===== src/rtl/pit_timer_core.sv =====
// pit_timer_core: PIT control/status and modulus registers, 2^N prescaler,
// 16-bit modulus counter, rollover flag and interrupt source.
module pit_timer_core #(
  parameter int DWIDTH = 16
) (
  input  logic              wb_clk_i,
  input  logic              async_rst_b,
  input  logic              sync_reset,
  input  logic [DWIDTH-1:0] wb_dat_i,
  input  logic [3:0]        write_regs,
  output logic [47:0]       read_regs,
  output logic              irq_source,
  output logic              pit_o
);

  logic [15:0] ctrl_r, ctrl_next_s;
  logic [15:0] mod_r, mod_next_s;
  logic [15:0] cnt_r, cnt_next_s;
  logic [14:0] presc_r, presc_next_s;
  logic        pit_r, pit_next_s;
  logic [7:0]  lo_byte_s, hi_byte_s;
  logic [14:0] mask_s;
  logic [15:0] term_s;
  logic        tick_s, rollover_s, mod_wr_s, ena_fall_s, restart_s, flag_next_s;

  assign lo_byte_s = wb_dat_i[7:0];

  // A byte-wide bus drives every register byte from the same lane.
  generate
    if (DWIDTH == 16) begin : g_word
      assign hi_byte_s = wb_dat_i[DWIDTH-1:8];
    end else begin : g_byte
      assign hi_byte_s = wb_dat_i[7:0];
    end
  endgenerate

  // Timing engine and register next-state logic.
  always_comb begin
    mask_s       = ~(15'h7FFF << ctrl_r[11:8]);
    term_s       = mod_r - 16'd1;
    mod_wr_s     = write_regs[2] | write_regs[3];
    ena_fall_s   = write_regs[0] & ctrl_r[0] & ~lo_byte_s[0];
    restart_s    = ~ctrl_r[0] | mod_wr_s | ena_fall_s;
    tick_s       = ctrl_r[0] & ((presc_r & mask_s) == mask_s);
    rollover_s   = tick_s & (cnt_r == term_s) & ~mod_wr_s;
    pit_next_s   = rollover_s;

    if (restart_s) begin
      presc_next_s = 15'd0;
    end else begin
      presc_next_s = presc_r + 15'd1;
    end

    if (restart_s || rollover_s) begin
      cnt_next_s = 16'd0;
    end else if (tick_s) begin
      cnt_next_s = cnt_r + 16'd1;
    end else begin
      cnt_next_s = cnt_r;
    end

    // Hardware set beats a simultaneous write-1 clear.
    if (rollover_s) begin
      flag_next_s = 1'b1;
    end else if (write_regs[0] && lo_byte_s[2]) begin
      flag_next_s = 1'b0;
    end else begin
      flag_next_s = ctrl_r[2];
    end

    ctrl_next_s = ctrl_r;
    if (write_regs[0]) begin
      ctrl_next_s[7:0] = lo_byte_s & 8'h03;
    end else begin
      ctrl_next_s[7:0] = ctrl_r[7:0];
    end
    if (write_regs[1]) begin
      ctrl_next_s[15:8] = hi_byte_s & 8'h0F;
    end else begin
      ctrl_next_s[15:8] = ctrl_r[15:8];
    end
    ctrl_next_s[2] = flag_next_s;

    mod_next_s = mod_r;
    if (write_regs[2]) begin
      mod_next_s[7:0] = lo_byte_s;
    end else begin
      mod_next_s[7:0] = mod_r[7:0];
    end
    if (write_regs[3]) begin
      mod_next_s[15:8] = hi_byte_s;
    end else begin
      mod_next_s[15:8] = mod_r[15:8];
    end
  end

  // State registers with asynchronous and synchronous reset.
  always_ff @(posedge wb_clk_i or negedge async_rst_b) begin
    if (!async_rst_b) begin
      ctrl_r  <= 16'h0000;
      mod_r   <= 16'h0000;
      cnt_r   <= 16'h0000;
      presc_r <= 15'h0000;
      pit_r   <= 1'b0;
    end else if (sync_reset) begin
      ctrl_r  <= 16'h0000;
      mod_r   <= 16'h0000;
      cnt_r   <= 16'h0000;
      presc_r <= 15'h0000;
      pit_r   <= 1'b0;
    end else begin
      ctrl_r  <= ctrl_next_s;
      mod_r   <= mod_next_s;
      cnt_r   <= cnt_next_s;
      presc_r <= presc_next_s;
      pit_r   <= pit_next_s;
    end
  end

  assign read_regs  = {cnt_r, mod_r, ctrl_r};
  assign irq_source = ctrl_r[2] & ctrl_r[1];
  assign pit_o      = pit_r;

endmodule


===== config.mk =====
export PLATFORM = sky130hd
export DESIGN_NAME = pit_timer_core
export DESIGN_NICKNAME = d
export VERILOG_FILES = /design/src/rtl/pit_timer_core.sv
export SDC_FILE = /design/constraint.sdc
export NUM_CORES = 1
export LEC_CHECK = 0
export ABC_CLOCK_PERIOD_IN_PS = 2400
export CAP_MARGIN = 0
export CORE_ASPECT_RATIO = 2
export CORE_MARGIN = 2
export CORE_UTILIZATION = 44
export CTS_CLUSTER_SIZE = 16
export DETAILED_ROUTE_END_ITERATION = 8
export MAX_ROUTING_LAYER = met4
export PLACE_DENSITY_LB_ADDON = 0.12
export SLEW_MARGIN = 10
export SYNTH_ARGS = -nofsm -noshare
export SYNTH_HDL_FRONTEND = slang
export SYNTH_SLANG_ARGS = --single-unit

===== constraint.sdc =====
create_clock -name wb_clk_i -period 2.4 [get_ports wb_clk_i]
set_input_delay 0.24 -clock wb_clk_i [delete_from_list [all_inputs] [get_ports wb_clk_i]]
set_output_delay 0.24 -clock wb_clk_i [all_outputs]
set_load 0.05 [all_outputs]

* Word level (Yosys, flattened, before mapping)
Cells that the tools add are included.
** Cells by class
- Bitwise logic cells :: 14
- Add/subtract/negate cells :: 3
- Shifts and indexed selects :: 1
- Eq/ne operators :: 2
- Mux-type cells :: 14
- Reduce and logical (&&, ||, !) cells :: 8
** Operator list (count)
- 16-bit 2-to-1 mux :: 5
- 8-bit 2-to-1 mux :: 4
- 15-bit 2-to-1 mux :: 2
- 16-bit by 1-bit adder with 16-bit output, second input constant :: 1
- 16-bit equality test :: 1
- 16-bit by 1-bit subtractor with 16-bit output, second input constant :: 1
- 15-bit by 1-bit adder with 15-bit output, second input constant :: 1
- 15-bit AND :: 1
- 15-bit equality test :: 1
- 15-bit NOT :: 1
- 15-bit by 4-bit left shift with 15-bit output, first input constant :: 1
- 2-bit nonzero test :: 4
- 1-bit AND :: 6
- 3-bit nonzero test :: 2
- 1-bit 2-to-1 mux :: 3
- 1-bit NOT :: 3
- 1-bit bitwise OR :: 3
- 1-bit logical AND :: 1
- 1-bit logical OR :: 1
** Storage, ports and cells
- Word-level logic and storage cells :: 50
- Output and inout bits :: 50
- Register bits after elaboration :: 64
- Bits of input ports :: 23

* Logic depth before layout (Yosys ltp)
Gate-level depths: netlist (run 1).
- Depth in word-level cells :: 10
- Gate-level depth with buffers :: 10
- Gate-level depth less buffers :: 9

* Worst setup path after synthesis (run 1)
OpenSTA, ideal clock, no wires.
- Path type :: reg2reg
- From :: reg mod_r[0]
- To :: reg cnt_r[6]
- Buffers on the path :: 1
- Path slack :: -294 ps
- Arrival :: 2575 ps
- Stages on the path, launching flop included :: 11
- Library setup time :: 119 ps
- Period minus slack after synthesis :: 2694 ps
- Cells stage by stage :: dfrtp_1 > inv_1 > ha_1 > nor3b_2 > nand2_1 > a221o_2 > nor4_4 > nand4_2 > o21bai_4 > buf_12 > nor2_2
** Between the ends
- Cells in the longest elaborated chain, start to end :: 7
- Elaborated cells between the ends (all ways) :: 8
** Ends and longest elaborated chain
- from (decl) :: line 17 : logic [15:0] mod_r, mod_next_s;
- from (signal assigned) :: line 113 : mod_r <= mod_next_s;
- 16-bit by 1-bit subtractor with 16-bit output * :: line 40 : term_s = mod_r - 16'd1;
- 16-bit equality test * :: line 45 : rollover_s = tick_s & (cnt_r == term_s) & ~mod_wr_s;
- 1-bit AND * (2 in a row) :: line 45
- 1-bit logical OR * :: line 54 : if (restart_s || rollover_s) begin
- 16-bit 2-to-1 mux :: line 54
- 16-bit 2-to-1 mux :: line 105 : end else if (sync_reset) begin
- to (signal assigned) :: line 114 : cnt_r <= cnt_next_s;
- to (decl) :: line 18 : logic [15:0] cnt_r, cnt_next_s;
Mark *: on every way between the ends. The rest lies on a longest branch, timed or not.
A chain may end at the register's enable or synchronous reset.

* Final worst setup path (run 1)
- From :: reg mod_r[0]
- To :: reg cnt_r[14]
Same word-level chain as after synthesis.

==> flow_summary_export.csv, run 1 <==
group,metric,value,unit
global_routing,grt_max_degree,56,
yosys,yosysTopAreaCell,"dfrtp_1",
clock_network,root_buffer,"clkbuf_16",
power_and_ir_drop,internal_power,1560,uW
power_and_ir_drop,switching_share,0.299,
detailed_routing,num_vias,2849,
cells_and_area,multi_input_area,1910,sq um
power_and_ir_drop,cellLeakagePower,0.00190,uW
yosys,synth_top_family_by_area,"simple AND/OR/NAND/NOR gates",
floorplanning,io_pins,73,
clock_network,clk_pin_slew,0.07,ns
timing,slew_headroom,0.656,
yosys,synth_mux_area_frac,0.0688,
yosys,synthSimpleGateAreaFrac,0.239,
run,drv_cap,0,
power_and_ir_drop,combPwrFrac,0.231,
timing,period_share,0.977,
power_and_ir_drop,power_density,490,nW/um^2
timing,final.setup.tns,0,ns
timing,setup_ws,0.0547,ns
worst_setup_path,required,2.58,ns
yosys,syn_inst,347,
cells_and_area,instances_no_fill,539,
cells_and_area,area_growth,35.8,%
detailed_routing,final_antenna_net_count,0,
yosys,yosysSeqAreaShare,0.411,
global_routing,grt_pass1_wl,14.1,mm
floorplanning,die_x,65.7,um
yosys,synthTopCellsByCount,"55 x dfrtp_1, 49 x nor2_1, 30 x xor2_1",
clock_network,cts_buffer_depth,2,
clock_network,htree_levels,2,
cells_and_area,fillers,660,
clock_network,cts_tree,"yes",
floorplanning,rows,45,
global_routing,grt-ovfl-total,0,
yosys,synth_warnings,0,
yosys,synthTopCellsByArea,"dfrtp_1 41%, xor2_1 7.9%, mux2i_1 6.9%, nor2_1 5.5%, xnor2_1 3.4%",
yosys,syn_avg_cell_area,9.64,sq um
floorplanning,start_util,0.447,
detailed_routing,viasPerCell,5.29,
global_routing,track_usage,0.223,
power_and_ir_drop,peakVddDrop,0.394,mV
clock_network,cts_buffers,5,
cells_and_area,drive_above_1_share,0.202,
yosys,synth_top_area_share,0.411,
worst_setup_path,cp-start-kind,"register",
yosys,ys_ff_latch,55,
clock_network,clkLatencyLatePin,0.30,ns
cells_and_area,diodes,0,
timing,holdWs,0.466,ns
timing,clock.fmax,426,MHz
timing,final-setup-viol-count,0,
placement,dpl.hpwl,6.46,mm
placement,dpl.cell_count,523,
detailed_routing,drt_iter0_drc,158,
yosys,synthFlopType,"dfrtp_1",
worst_setup_path,r2r_slack,0.05,ns
floorplanning,die_area,8360,sq um
placement,place_ws,-0.0901,ns
floorplanning,die-height,127,um
placement,io_buffers,63,
yosys,ys_types,57,
power_and_ir_drop,clkPwrFrac,0.327,
worst_setup_path,crit_arrival,2.53,ns
clock_network,cts.sinks,55,
cells_and_area,nNetsFinal,470,
power_and_ir_drop,switchingPower,665,uW
detailed_routing,dr.pass1.iters,4,
yosys,synth-xor-area-share,0.113,
placement,gp_congestion,0.899,
timing,final-hold-violation-count,0,
detailed_routing,routed_wl,8.38,mm
global_routing,grt_pass1_vias,2836,
timing,skew,0.00899,ns
yosys,synth-adder-area-share,0.0112,
cells_and_area,seq_area,1380,sq um
timing,tightest_slew,0.514,ns
detailed_routing,drc,0,
detailed_routing,wire_per_inst,15.5,um
floorplanning,core_area,7490,sq um
yosys,synth.most_common_cell,"dfrtp_1",
worst_setup_path,crit_type,"register to register",
yosys,synth_edf_count,0,
yosys,async_flop_share,1.00,
timing,finalCriticalPeriod,2.35,ns
yosys,synth_compound_area_frac,0.104,
worst_setup_path,cp_max_fo,10,
worst_setup_path,critPathCaptureType,"register",
run_status,outcome,"finished, final reports clean",
worst_hold_path,hold_path_class,"input port to async pin",
timing,drv_slew,0,
timing,rsz0062_at_grt,"true",
power_and_ir_drop,p_seq_frac,0.442,
global_routing,antenna_found_initial,0,
yosys,netlist_area,3350,sq um
[sequential cells by signal (all words and copies together) (netlist names)]
name / count
ctrl_r: 7
cnt_r: 16
pit_o: 1
mod_r: 16
presc_r: 15
[final cells by class]
type | instances | share of cell area
clock buffer | 6 | 0.0284
clock inverter | 2 | 0.00385
inverter | 9 | 0.00743
multi-input combinational | 271 | 0.420
sequential | 55 | 0.305
tap | 94 | 0.0259
timing repair buffer | 102 | 0.210
[metal layers]
layer,global-route usage,vias to the layer above,share of wire
met5,-,-,0
met4,0.0551,0,0.0093
met3,0.0264,5,0.024
met2,0.376,59,0.53
met1,0.281,1395,0.43
li1,-,1390,-
[timing repair]
item | 4_1_cts | 5_1_grt
resized for setup | 1 | 11
hold endpoints to repair | 55 | 0
setup endpoints to repair | 11 | 18
setup buffers | 3 | 4
cloned | 0 | 0
hold buffers | 1 | 0
pin swaps | 2 | 3
[cell usage in the layout (no fill, tap or decap), types with 3 or more instances in the layout]
master,instances
a21oi_1,12
and3_1,6
buf_4,34
clkbuf_16,5
clkdlybuf4s50_1,62
conb_1,9
dfrtp_1,49
dfrtp_2,6
inv_1,7
mux2i_1,23
nand2_1,22
nand2b_1,4
nand3_1,9
nand3b_1,4
nand4_1,8
nor2_1,47
nor2_2,12
nor3_1,4
nor4_4,4
o2111ai_1,3
o211ai_1,3
o21ai_0,12
xnor2_1,13
xor2_1,30
[cell families after synthesis]
| kind of cell | count (synthesis) |
|---|---|
| multiplexers | 23 |
| buffers and inverters | 29 |
| adder cells (fa/ha/maj) | 3 |
| other | 1 |
| XOR/XNOR | 43 |
| AO/OA/AOI/OAI | 50 |
| flip-flops | 55 |
| AND/OR/NAND/NOR | 143 |
[path summary, 6_finish.rpt]
check | from | endpoint | cells past startpoint
max | mod_r[0]$_DFFE_PN0P_ | cnt_r[14]$_DFFE_PN0P_ | 8
min | async_rst_b | presc_r[5]$_DFF_PN0_ | 3
max reg2reg | mod_r[0]$_DFFE_PN0P_ | cnt_r[14]$_DFFE_PN0P_ | 8
min reg2reg | presc_r[14]$_DFF_PN0_ | presc_r[14]$_DFF_PN0_ | 2
max in group asynchronous | async_rst_b | mod_r[6]$_DFFE_PN0P_ | 3
min in group wb_clk_i | presc_r[14]$_DFF_PN0_ | presc_r[14]$_DFF_PN0_ | 2
[worst max-delay path, stage by stage (launching register included)]
cell      delay, ns
dfrtp_2        0.45
or4_4          0.60
a211oi_2       0.16
a21oi_1        0.10
o311ai_2       0.30
nand4_2        0.20
o21bai_4       0.21
buf_12         0.17
nor2_2         0.04
[metrics by stage]
stage	power [uW]	utilization	instance area (sq um)
3_5_place_dp	1490	0.573	4290
3_3_place_gp	1480	0.573	4290
5_1_grt	2320	0.607	4540
6_report	2230	0.607	4540
4_1_cts	2230	0.597	4470
2_1_floorplan	1300	-	3430
[power groups by stage]
stage                     Combinational [uW]  Sequential (uW)  Clock (uW)
after floorplan                          232             1070           0
after global placement                   484             1000           0
after detailed placement                 485             1000           0
after CTS                                494              983         754
after global routing                     554              987         781
final                                    515              983         728
Power figures use the tool's default switching activity.
==> inputs of run 2 (changes only) <==
--- a/config.mk
+++ b/config.mk
@@ -6,7 +6,7 @@
 export NUM_CORES = 1
 export LEC_CHECK = 0
 export ABC_CLOCK_PERIOD_IN_PS = 2400
-export CAP_MARGIN = 0
+export CAP_MARGIN = 10
 export CORE_ASPECT_RATIO = 2
 export CORE_MARGIN = 2
 export CORE_UTILIZATION = 44
==> results of run 2 <==
Final layout, timing and power as in run 1 (identical DEF).
